## config.mk

```make
export PLATFORM = sky130hd
export DESIGN_NAME = triangle_cos_engine
export DESIGN_NICKNAME = d
export VERILOG_FILES = /design/src/rtl/tri_pkg.sv /design/src/rtl/tri_seq_div.sv /design/src/rtl/triangle_cos_engine.sv
export SDC_FILE = /design/constraint.sdc
export NUM_CORES = 1
export LEC_CHECK = 0
export ABC_AREA = 1
export CORE_MARGIN = 4
export CORE_UTILIZATION = 35
export CTS_BUF_LIST = sky130_fd_sc_hd__clkbuf_8
export CTS_CLUSTER_DIAMETER = 200
export DETAILED_ROUTE_END_ITERATION = 12
export REMOVE_ABC_BUFFERS = 1
export SLEW_MARGIN = 25
export SYNTH_ARGS = -nofsm -noshare
export SYNTH_HDL_FRONTEND = slang
export SYNTH_SLANG_ARGS = --single-unit
```

## constraint.sdc

```tcl
create_clock -name clk -period 8.8 [get_ports clk]
set_input_delay 1.76 -clock clk [delete_from_list [all_inputs] [get_ports clk]]
set_output_delay 1.76 -clock clk [all_outputs]
set_load 0.02 [all_outputs]
```

## src/rtl/tri_pkg.sv

```systemverilog
// Shared constants and state encoding for the triangle cosine engine.
package tri_pkg;

  localparam logic [1:0] TRI_ACUTE   = 2'd0;
  localparam logic [1:0] TRI_RIGHT   = 2'd1;
  localparam logic [1:0] TRI_OBTUSE  = 2'd2;
  localparam logic [1:0] TRI_INVALID = 2'd3;

  typedef enum logic [2:0] {
    IDLE = 3'd0,
    LOAD = 3'd1,
    CALC = 3'd2,
    DIV  = 3'd3,
    OUT  = 3'd4
  } tri_state_t;

endpackage

```

## src/rtl/tri_seq_div.sv

```systemverilog
// Iterative unsigned restoring divider, one quotient bit per cycle, MSB first.
// The first step runs in the start cycle, so a result is ready QB cycles after start.
module tri_seq_div #(
  parameter int NUM_W = 17,
  parameter int DEN_W = 17,
  parameter int QB    = 15
) (
  input  logic             clk,
  input  logic             rst,
  input  logic             start,
  input  logic [NUM_W-1:0] num,
  input  logic [DEN_W-1:0] den,
  output logic             done,
  output logic [QB-1:0]    quo
);

  localparam int REM_W = DEN_W + 1;
  localparam int CNT_W = $clog2(QB + 1);

  logic [REM_W-1:0] rem_q, rem_d, rem_src, rem_sub;
  logic [QB-1:0]    quo_q, quo_d, quo_src;
  logic [CNT_W-1:0] cnt_q, cnt_d;
  logic             busy_q, busy_d, done_q, done_d;
  logic             ge;

  // The numerator never exceeds the denominator, so the remainder stays below 2*den.
  always_comb begin
    rem_src = start ? REM_W'(num) : rem_q;
    quo_src = start ? '0 : quo_q;
    ge      = (rem_src >= {1'b0, den});
    rem_sub = ge ? (rem_src - {1'b0, den}) : rem_src;
    rem_d   = rem_q;
    quo_d   = quo_q;
    cnt_d   = cnt_q;
    busy_d  = busy_q;
    done_d  = 1'b0;
    if (start || busy_q) begin
      rem_d  = rem_sub << 1;
      quo_d  = (quo_src << 1) | QB'(ge);
      cnt_d  = (start ? CNT_W'(QB) : cnt_q) - CNT_W'(1);
      busy_d = (cnt_d != '0);
      done_d = (cnt_d == '0);
    end
  end

  always_ff @(posedge clk or posedge rst) begin
    if (rst) begin
      rem_q  <= '0;
      quo_q  <= '0;
      cnt_q  <= '0;
      busy_q <= 1'b0;
      done_q <= 1'b0;
    end else begin
      rem_q  <= rem_d;
      quo_q  <= quo_d;
      cnt_q  <= cnt_d;
      busy_q <= busy_d;
      done_q <= done_d;
    end
  end

  assign done = done_q;
  assign quo  = quo_q;

endmodule

```

## src/rtl/triangle_cos_engine.sv

```systemverilog
// Classifies a triangle from three streamed sides and emits the three angle cosines (Q2.(COS_W-2)).
// Define TRI_ROUND_EN for round-half-away-from-zero cosines (one extra divider cycle per angle).
module triangle_cos_engine
  import tri_pkg::*;
#(
  parameter int LEN_W = 8,
  parameter int COS_W = 16
) (
  input  logic             clk,
  input  logic             rst,
  input  logic             in_valid,
  output logic             in_ready,
  input  logic [LEN_W-1:0] in_length,
  output logic             out_valid,
  output logic [COS_W-1:0] out_cos,
  output logic [1:0]       out_tri,
  output logic [1:0]       out_idx,
  output tri_state_t       dbg_state
);

  // Handshake: a side is taken on any rising edge where in_valid && in_ready; out_valid has no ready.
  localparam int SQ_W  = 2 * LEN_W;
  localparam int NUM_W = 2 * LEN_W + 2;
  localparam int DEN_W = 2 * LEN_W + 1;
  localparam int SUM_W = LEN_W + 1;
`ifdef TRI_ROUND_EN
  localparam int QB = COS_W;
`else
  localparam int QB = COS_W - 1;
`endif
  localparam int STEP_W = $clog2(QB);
  localparam logic [STEP_W-1:0] STEP_LAST = STEP_W'(QB - 1);

  tri_state_t        state_q, state_d;
  logic [1:0]        beat_q, beat_d;
  logic [LEN_W-1:0]  side_q [3];
  logic [LEN_W-1:0]  side_d [3];
  logic [NUM_W-1:0]  num_q  [3];
  logic [NUM_W-1:0]  num_d  [3];
  logic [DEN_W-1:0]  den_q  [3];
  logic [DEN_W-1:0]  den_d  [3];
  logic [COS_W-1:0]  cos_q  [3];
  logic [COS_W-1:0]  cos_d  [3];
  logic [1:0]        class_q, class_d;
  logic [1:0]        ang_q, ang_d;
  logic [1:0]        cap_q, cap_d;
  logic [1:0]        out_cnt_q, out_cnt_d;
  logic [STEP_W-1:0] step_q, step_d;

  logic [SQ_W-1:0]   sq     [3];
  logic [NUM_W-1:0]  n_calc [3];
  logic [DEN_W-1:0]  d_calc [3];
  logic [SUM_W-1:0]  sum_ab, sum_bc, sum_ac;
  logic [1:0]        class_calc;
  logic              bad, neg, zero, accept;

  logic              div_start, div_done;
  logic [DEN_W-1:0]  div_num, div_den;
  logic [QB-1:0]     div_quo;
  logic [NUM_W-1:0]  sel_num;
  logic [COS_W-1:0]  cos_mag, cos_val;

  always_comb begin
    for (int i = 0; i < 3; i++) sq[i] = SQ_W'(side_q[i]) * SQ_W'(side_q[i]);
    n_calc[0] = NUM_W'(sq[1]) + NUM_W'(sq[2]) - NUM_W'(sq[0]);
    n_calc[1] = NUM_W'(sq[0]) + NUM_W'(sq[2]) - NUM_W'(sq[1]);
    n_calc[2] = NUM_W'(sq[0]) + NUM_W'(sq[1]) - NUM_W'(sq[2]);
    d_calc[0] = {SQ_W'(side_q[1]) * SQ_W'(side_q[2]), 1'b0};
    d_calc[1] = {SQ_W'(side_q[0]) * SQ_W'(side_q[2]), 1'b0};
    d_calc[2] = {SQ_W'(side_q[0]) * SQ_W'(side_q[1]), 1'b0};
    sum_ab = SUM_W'(side_q[0]) + SUM_W'(side_q[1]);
    sum_bc = SUM_W'(side_q[1]) + SUM_W'(side_q[2]);
    sum_ac = SUM_W'(side_q[0]) + SUM_W'(side_q[2]);
    bad  = (side_q[0] == '0) || (side_q[1] == '0) || (side_q[2] == '0) ||
           (sum_ab <= SUM_W'(side_q[2])) || (sum_bc <= SUM_W'(side_q[0])) ||
           (sum_ac <= SUM_W'(side_q[1]));
    neg  = n_calc[0][NUM_W-1] | n_calc[1][NUM_W-1] | n_calc[2][NUM_W-1];
    zero = (n_calc[0] == '0) | (n_calc[1] == '0) | (n_calc[2] == '0);
    if (bad)       class_calc = TRI_INVALID;
    else if (neg)  class_calc = TRI_OBTUSE;
    else if (zero) class_calc = TRI_RIGHT;
    else           class_calc = TRI_ACUTE;
  end

  // Divider operands for the angle in flight; the result is signed by the captured numerator.
  always_comb begin
    sel_num   = num_q[ang_q];
    div_num   = DEN_W'(sel_num[NUM_W-1] ? -sel_num : sel_num);
    div_den   = den_q[ang_q];
    div_start = (state_q == DIV) && (step_q == '0);
`ifdef TRI_ROUND_EN
    cos_mag = COS_W'(({1'b0, div_quo} + (QB + 1)'(1)) >> 1);
`else
    cos_mag = COS_W'(div_quo);
`endif
    cos_val = num_q[cap_q][NUM_W-1] ? -cos_mag : cos_mag;
  end

  tri_seq_div #(
    .NUM_W (DEN_W),
    .DEN_W (DEN_W),
    .QB    (QB)
  ) u_div (
    .clk   (clk),
    .rst   (rst),
    .start (div_start),
    .num   (div_num),
    .den   (div_den),
    .done  (div_done),
    .quo   (div_quo)
  );

  assign in_ready = (state_q == IDLE) || (state_q == LOAD);
  assign accept   = in_valid && in_ready;

  always_comb begin
    state_d   = state_q;
    beat_d    = beat_q;
    side_d    = side_q;
    num_d     = num_q;
    den_d     = den_q;
    cos_d     = cos_q;
    class_d   = class_q;
    ang_d     = ang_q;
    cap_d     = cap_q;
    out_cnt_d = out_cnt_q;
    step_d    = step_q;
    case (state_q)
      IDLE: if (accept) begin
        side_d[0] = in_length;
        beat_d    = 2'd1;
        state_d   = LOAD;
      end
      LOAD: if (accept) begin
        side_d[beat_q] = in_length;
        beat_d         = beat_q + 2'd1;
        if (beat_q == 2'd2) state_d = CALC;
      end
      CALC: begin
        num_d   = n_calc;
        den_d   = d_calc;
        class_d = class_calc;
        ang_d   = 2'd0;
        cap_d   = 2'd0;
        step_d  = '0;
        if (class_calc == TRI_INVALID) begin
          for (int i = 0; i < 3; i++) cos_d[i] = '0;
          state_d = OUT;
        end else begin
          state_d = DIV;
        end
      end
      DIV: begin
        if (step_q == STEP_LAST) begin
          step_d = '0;
          ang_d  = ang_q + 2'd1;
          if (ang_q == 2'd2) state_d = OUT;
        end else begin
          step_d = step_q + STEP_W'(1);
        end
      end
      OUT: begin
        if (out_cnt_q == 2'd2) begin
          out_cnt_d = 2'd0;
          state_d   = IDLE;
        end else begin
          out_cnt_d = out_cnt_q + 2'd1;
        end
      end
      default: state_d = IDLE;
    endcase
    // The last quotient lands in the first OUT cycle, before its index is displayed.
    if (div_done) begin
      cos_d[cap_q] = cos_val;
      cap_d        = cap_q + 2'd1;
    end
  end

  always_ff @(posedge clk or posedge rst) begin
    if (rst) begin
      state_q   <= IDLE;
      beat_q    <= 2'd0;
      class_q   <= TRI_ACUTE;
      ang_q     <= 2'd0;
      cap_q     <= 2'd0;
      out_cnt_q <= 2'd0;
      step_q    <= '0;
      for (int i = 0; i < 3; i++) begin
        side_q[i] <= '0;
        num_q[i]  <= '0;
        den_q[i]  <= '0;
        cos_q[i]  <= '0;
      end
    end else begin
      state_q   <= state_d;
      beat_q    <= beat_d;
      class_q   <= class_d;
      ang_q     <= ang_d;
      cap_q     <= cap_d;
      out_cnt_q <= out_cnt_d;
      step_q    <= step_d;
      side_q    <= side_d;
      num_q     <= num_d;
      den_q     <= den_d;
      cos_q     <= cos_d;
    end
  end

  assign out_valid = (state_q == OUT);
  assign out_idx   = out_cnt_q;
  assign out_cos   = cos_q[out_cnt_q];
  assign out_tri   = class_q;
  assign dbg_state = state_q;

endmodule

```

======== After elaboration in Yosys (flattened, before gate mapping) ========
Index checks and enable logic that the tools add are counted.
storage, ports and cells
  register bits after elaboration ......... 229
  bits in latches ......................... 0
  memory bits (writable) .................. 0
  ROM bits ................................ 0
  bits of input ports ..................... 11
  output and inout bits ................... 25
  logic and storage cells ................. 162
  memories ................................ 0
cells by class
  $add $sub $neg .......................... 18
  $mul .................................... 6
  divide/modulo/power cells ............... 0
  magnitude comparators ................... 10
  eq/ne operators ......................... 15
  shift operators ......................... 0
  muxes and demuxes ....................... 52
  bitwise operators ....................... 9
  reductions and logical operators ........ 28
operator list
  kind               count
  $mux W48           3
  $mul A8 B8 Y16     6
  $mux W18           5
  $bmux W18 S2       2
  $mux W17           4
  $mux W16           4
  $logic_not A18 Y1  3
  $sub A17 B16 Y18   3
  $add A16 B16 Y17   3
  $bwmux W48         1
  $bmux W17 S2       1
  $bmux W16 S2       1
  $demux W16 S2      1
  $add A8 B8 Y9      3
  $le A9 B8 Y1       3
  $bwmux W24         1
  $logic_not A8 Y1   3
  $mux W24           1
  $mux W3            7
  $ge A18 B17 Y1     1
  $neg A17 Y17       1
  $sub A17 B17 Y17   1
  $demux W8 S2       1
  $mux W2            8
  33 further kinds   71

======== Logic depth before layout (Yosys ltp) ========
  depth in word-level cells ............... 14
  gate-level depth with buffers ........... 37
  mapped depth without buffers ............ 35

======== By module ========
From an unflattened synthesis, not the netlist that was laid out.
unflattened totals
  cells, all modules ...................... 3,957
  area total of the unflattened synthesis .. 28,747.6 um2
modules (own cells, without submodules)
  module               times used  cells an instance  area an instance (um2)
  triangle_cos_engine  1           3,450              25,444.4
  tri_seq_div          1           507                3,303.2

======== Least setup slack after synthesis ========
Ideal clock, no wire load.
  path type ............................... reg2reg
  from .................................... register side_q[21] in the netlist's numbering
  to ...................................... register class_q[0] (netlist: out_tri[0])
  setup time .............................. 0.077 ns
  data arrival time ....................... 6.360 ns
  data required time ...................... 8.723 ns
  slack ................................... 2.363 ns
  cell stages (with the launch flop) ...... 34
  buffers on the path ..................... 2
  path through ............................ dfrtp_1 > clkbuf_1 > clkbuf_1 > nand2_1 > fa_1 > inv_1 > fa_1 > fa_1 > inv_1 > fa_1 > inv_1 > ha_1 > nand2_1 > nor3_1 > a21oi_1 > o21ai_0 > a21oi_1 > o21bai_1 > xor2_1 > inv_1 > fa_1 > inv_1 > ha_1 > a21oi_1 > nand2_1 > a21oi_1 > nand3_1 > nand2_1 > nand2_1 > nor2_1 > nand3_1 > nand3_1 > nand2_1 > a21oi_1
between the ends
  cells in the longest elaborated chain, start to end .. 9
  elaborated cells on any way between the ends .. 27
  classes of those cells .................. add/sub (7); mul (1); order compare (3); mux (3); bitwise (4); reduce/logical (9)
RTL lines
  item                       RTL line                    source
  from (decl)                triangle_cos_engine.sv:36   logic [LEN_W-1:0] side_q [3];
  from (signal assigned)     triangle_cos_engine.sv:202  side_q <= side_d;
  $mul A8 B8 Y16             triangle_cos_engine.sv:64   for (int i = 0; i < 3; i++) sq[i] = SQ_W'(side_q[i]) * SQ_W'(side_q[i]);
  $add A16 B16 Y17           triangle_cos_engine.sv:66   n_calc[1] = NUM_W'(sq[0]) + NUM_W'(sq[2]) - NUM_W'(sq[1]);
  $sub A17 B16 Y18           triangle_cos_engine.sv:66
  $logic_not A18 Y1          triangle_cos_engine.sv:78   zero = (n_calc[0] == '0) | (n_calc[1] == '0) | (n_calc[2] == '0);
  $or A1 B1 Y1 (2 in a row)  triangle_cos_engine.sv:78
  $mux W1                    triangle_cos_engine.sv:81   else if (zero) class_calc = TRI_RIGHT;
  $mux W2                    triangle_cos_engine.sv:80   else if (neg) class_calc = TRI_OBTUSE;
  $mux W2 *                  triangle_cos_engine.sv:79   if (bad) class_calc = TRI_INVALID;
  to (signal assigned)       triangle_cos_engine.sv:197  class_q <= class_d;
  to (decl)                  triangle_cos_engine.sv:44   logic [1:0] class_q, class_d;
Every way passes the cells marked *; elsewhere a longest branch is shown, timed or not.
A chain may end at the register's enable or synchronous reset.

======== Worst setup path after layout ========
  from .................................... register side_q[2] in the netlist's numbering
  to ...................................... register class_q[0] (netlist: out_tri[0])
between the ends
  cells in the longest elaborated chain, start to end .. 9
  elaborated cells on any way between the ends .. 26
  classes of those cells .................. add/sub (7); mul (1); order compare (3); mux (3); bitwise (4); reduce/logical (8)
RTL lines
  item                                 RTL line
  $mul A8 B8 Y16                       triangle_cos_engine.sv:64
  $add A16 B16 Y17 (on tied branches)  triangle_cos_engine.sv:65, triangle_cos_engine.sv:66
  $sub A17 B16 Y18 (on tied branches)  triangle_cos_engine.sv:65, triangle_cos_engine.sv:66
  $logic_not A18 Y1                    triangle_cos_engine.sv:78
  $or A1 B1 Y1 (2 in a row)            triangle_cos_engine.sv:78
  $mux W1                              triangle_cos_engine.sv:81
  $mux W2                              triangle_cos_engine.sv:80
  $mux W2 *                            triangle_cos_engine.sv:79
Marked as above.

==> results.sh <==
export IMPL_yosysTopAreaCell="dfrtp_1"
export IMPL_whs_path_depth=2
export IMPL_finalWeightedCongestion=0.923
export IMPL_reg2reg_depth=31
export IMPL_regToRegEndpoint="out_tri[0]"
export IMPL_worstHoldStart="den_q[2]"
export IMPL_cts_resized_gates=0
export IMPL_hold_violations=0
export IMPL_synth_top_family_by_area="adder cells"
export IMPL_gr_total_overflow=0
export IMPL_die_h_um=293
export IMPL_ctsHtreeMaxLevel=2
export IMPL_design_area_sq_um=30700
export IMPL_cts_max_path_buffers=3
export IMPL_cp_required_ns=9.34
export IMPL_yosysSeqAreaShare=0.201
export IMPL_port_buffers=35
export IMPL_max_freq_mhz=142
export IMPL_grt_pass1_vias=23600
export IMPL_cap_violations=0
export IMPL_clkSlewWorstSetupHoldPaths_ns=0.07
export IMPL_worstHoldEndpoint="den_q[2]"
export IMPL_stdcell_count=4970
export IMPL_status="finished clean"
export IMPL_drt_pass1_iter_count=5
export IMPL_postRouteAntennaNets=0
export IMPL_rsz0062_at_grt="false"
export IMPL_synth_seq_cells=228
export IMPL_post_cts_setup_buffer_count=0
export IMPL_cp_start_kind="flop"
export IMPL_drt_wl_total_um=79100
export IMPL_place_area_sq_um=29800
export IMPL_cts_inserted_buffers=41
export IMPL_synth_area_per_cell_sq_um=7.28
export IMPL_crit_type="reg -> reg"
export IMPL_place_inst=4895
export IMPL_post_synth_and_or_nand_nor_area_fraction=0.219
export IMPL_layout_drive_gt1_share=0.0386
export IMPL_final_setup_viol_count=0
export IMPL_final_max_slew_viol_count=0
export IMPL_grtUsageTotal=0.185
export IMPL_detail_route_vias_per_cell=4.86
export IMPL_r2r_start="side_q[2]"
export IMPL_slew_headroom=0.315
export IMPL_dieArea_sq_um=85600
export IMPL_avgRoutedWirePerCell_um=15.9
export IMPL_critPathMaxStageDelay_ns=0.64
export IMPL_cpMostUsedCell="nand2_1"
export IMPL_cts_tree="done"
export IMPL_synth_xor_area_share=0.0436
export IMPL_muxShareOfSynthArea=0
export IMPL_synth_area_sq_um=28400
export IMPL_core_sq_um=80400
export IMPL_synthFlopType="dfrtp_1"
export IMPL_synthCells=3892
export IMPL_vias=24200
export IMPL_grt_max_degree=81
export IMPL_synth_fa_ha_area_frac=0.305
export IMPL_post_route_period_util=0.799
export IMPL_synth_compound_area_share=0.106
export IMPL_clkSinkCount=228
export IMPL_grt_pass1_wl_um=128000
export IMPL_min_period_ns=7.03
export IMPL_clk_latency_ns=0.61
export IMPL_synth_cell_type_count=54
export IMPL_io_pins=36
export IMPL_hold_class="reg -> reg"
export IMPL_arrival_ns=7.58
export IMPL_hold_buffers=0
export IMPL_antenna_found_initial=1
export IMPL_r2r_slack_ns=1.77
export IMPL_synth_warnings=0
export IMPL_synth_top_area_frac=0.201
export IMPL_critPathMaxFanout=13
export IMPL_dieWidth_um=293
export IMPL_syn2layout_area_growth_pct=8.24
export IMPL_async_flop_share=1.00
export IMPL_start_util=0.353
export IMPL_drc=0
export IMPL_worst_pin_slew_ns=1.03
export IMPL_clock_root_buffer="clkbuf_8"
export IMPL_synth_edf_count=0
export IMPL_nets=4442
export IMPL_skew_ns=0.0146
export IMPL_dpl_hpwl_um=62800
export IMPL_tns_ns=0
export IMPL_slowest_stage="dfrtp_1"
export IMPL_fp_row_count=104
export IMPL_ys_top_cells_by_area="dfrtp_1, fa_1, ha_1"
export IMPL_endpoint_kind="flop"
export IMPL_drtIter0Drc=1483
==> flip-flops by register name, summed over array words and instances (netlist names) <==
signal        cells
num_q            53
dbg_state         3
cos_q            48
out_idx           2
side_q           24
u_div.done        1
ang_q             2
u_div.cnt_q       4
cap_q             2
beat_q            2
u_div.quo        15
u_div.busy_q      1
out_tri           2
step_q            4
u_div.rem_q      17
den_q            48
==> stage by stage <==
stage	utilization	hold slack [ns]	worst slack [ns]
6_report	0.382	0.473	1.77
5_1_grt	0.382	0.495	1.06
3_5_place_dp	0.370	0.460	1.87
3_3_place_gp	0.370	0.455	1.95
4_1_cts	0.382	0.475	1.85
2_1_floorplan	-	0.441	0.792
==> per-layer routing <==
| layer | vias to the layer above | wire, um | track usage |
|---|---|---|---|
| li1 | 12100 | - | - |
| met5 | - | 0 | 0 |
| met4 | 0 | 2630 | 0.0582 |
| met1 | 11500 | 37000 | 0.258 |
| met2 | 516 | 35900 | 0.300 |
| met3 | 118 | 3550 | 0.0246 |
==> kinds of logic (layout without fill, tap and decap cells) <==
group                    after synthesis  count (layout)
AO/OA/AOI/OAI                        550             550
XOR/XNOR                             141             141
adder cells (fa/ha/maj)              553             553
buffers and inverters                916             932
flip-flops                           228             228
other                                  1               3
AND/OR/NAND/NOR                     1503            1503
==> layout make-up <==
cell class / count / area, sq um
Tap cell: 1060 / 1330
Inverter: 783 / 2960
Antenna cell: 1 / 2.50
Clock buffer: 54 / 743
Clock inverter: 20 / 160
Timing Repair Buffer: 75 / 691
Multi-Input combinational cell: 2749 / 19100
Fill cell: 8498 / 49700
Sequential cell: 228 / 5710
==> layout by cell type, fill, tap and decap left out, types with 8 or more instances in the layout <==
master and n:
o21ai_0 262, o21ai_1 11, nand2_1 995, nand3_1 218, nor2_1 192, nand2_2 8, xor2_1 101, nand3b_1 14
dfrtp_1 228, clkdlybuf4s50_1 35, buf_4 38, a21oi_1 182, ha_1 324, clkbuf_8 54, inv_1 785, nor3_1 20
or2_2 13, a31oi_1 13, a2bb2oi_1 8, xnor2_1 40, a22oi_1 11, o211ai_1 9, nand4_1 30, fa_1 229
o21bai_1 22
==> worst max-delay path by stage <==
stage | startpoint | to | slack, ns
after floorplan | rst | ang_q[0] | 0.79
after global placement | side_q[2] | out_tri[0] | 1.95
after detailed placement | side_q[2] | out_tri[0] | 1.87
after CTS | side_q[2] | out_tri[0] | 1.85
after global routing | side_q[2] | out_tri[0] | 1.06
final | side_q[2] | out_tri[0] | 1.77
==> Yosys cell counts, types with 2 or more instances <==
cell       number
a21boi_0        3
a21o_1          5
a21oi_1       182
a21oi_2         4
a22oi_1        11
a2bb2oi_1       8
a31oi_1        13
and2_1          2
buf_1           4
buf_2          10
buf_4           4
buf_6           9
clkbuf_1      105
dfrtp_1       228
fa_1          229
ha_1          324
inv_1         777
inv_2           4
nand2_1       996
nand2_2         7
nand3_1       218
nand3b_1       14
nand4_1        30
nor2_1        192
nor2_2          3
nor3_1         20
nor3b_1         2
o2111ai_1       5
o211ai_1        9
o21a_1          4
o21ai_0       262
o21ai_1        11
o21ai_2         2
o21bai_1       22
o31ai_1         3
or2_2          13
xnor2_1        40
xor2_1        101
==> worst max-delay path: cells and delay by family, from the launching register on <==
| kind | cells | cell delay, ns |
|---|---|---|
| and+or+nand+nor | 9 | 0.77 |
| adders and majority gates | 7 | 3.14 |
| AOI/OAI and AO/OA | 9 | 1.40 |
| buffers and inverters | 5 | 0.68 |
| xor gates and xnor gates | 1 | 0.36 |
| DFF | 1 | 0.64 |
Power is not shown: default switching activity piles up to over one toggle a cycle in this logic, so the estimate is an artifact.
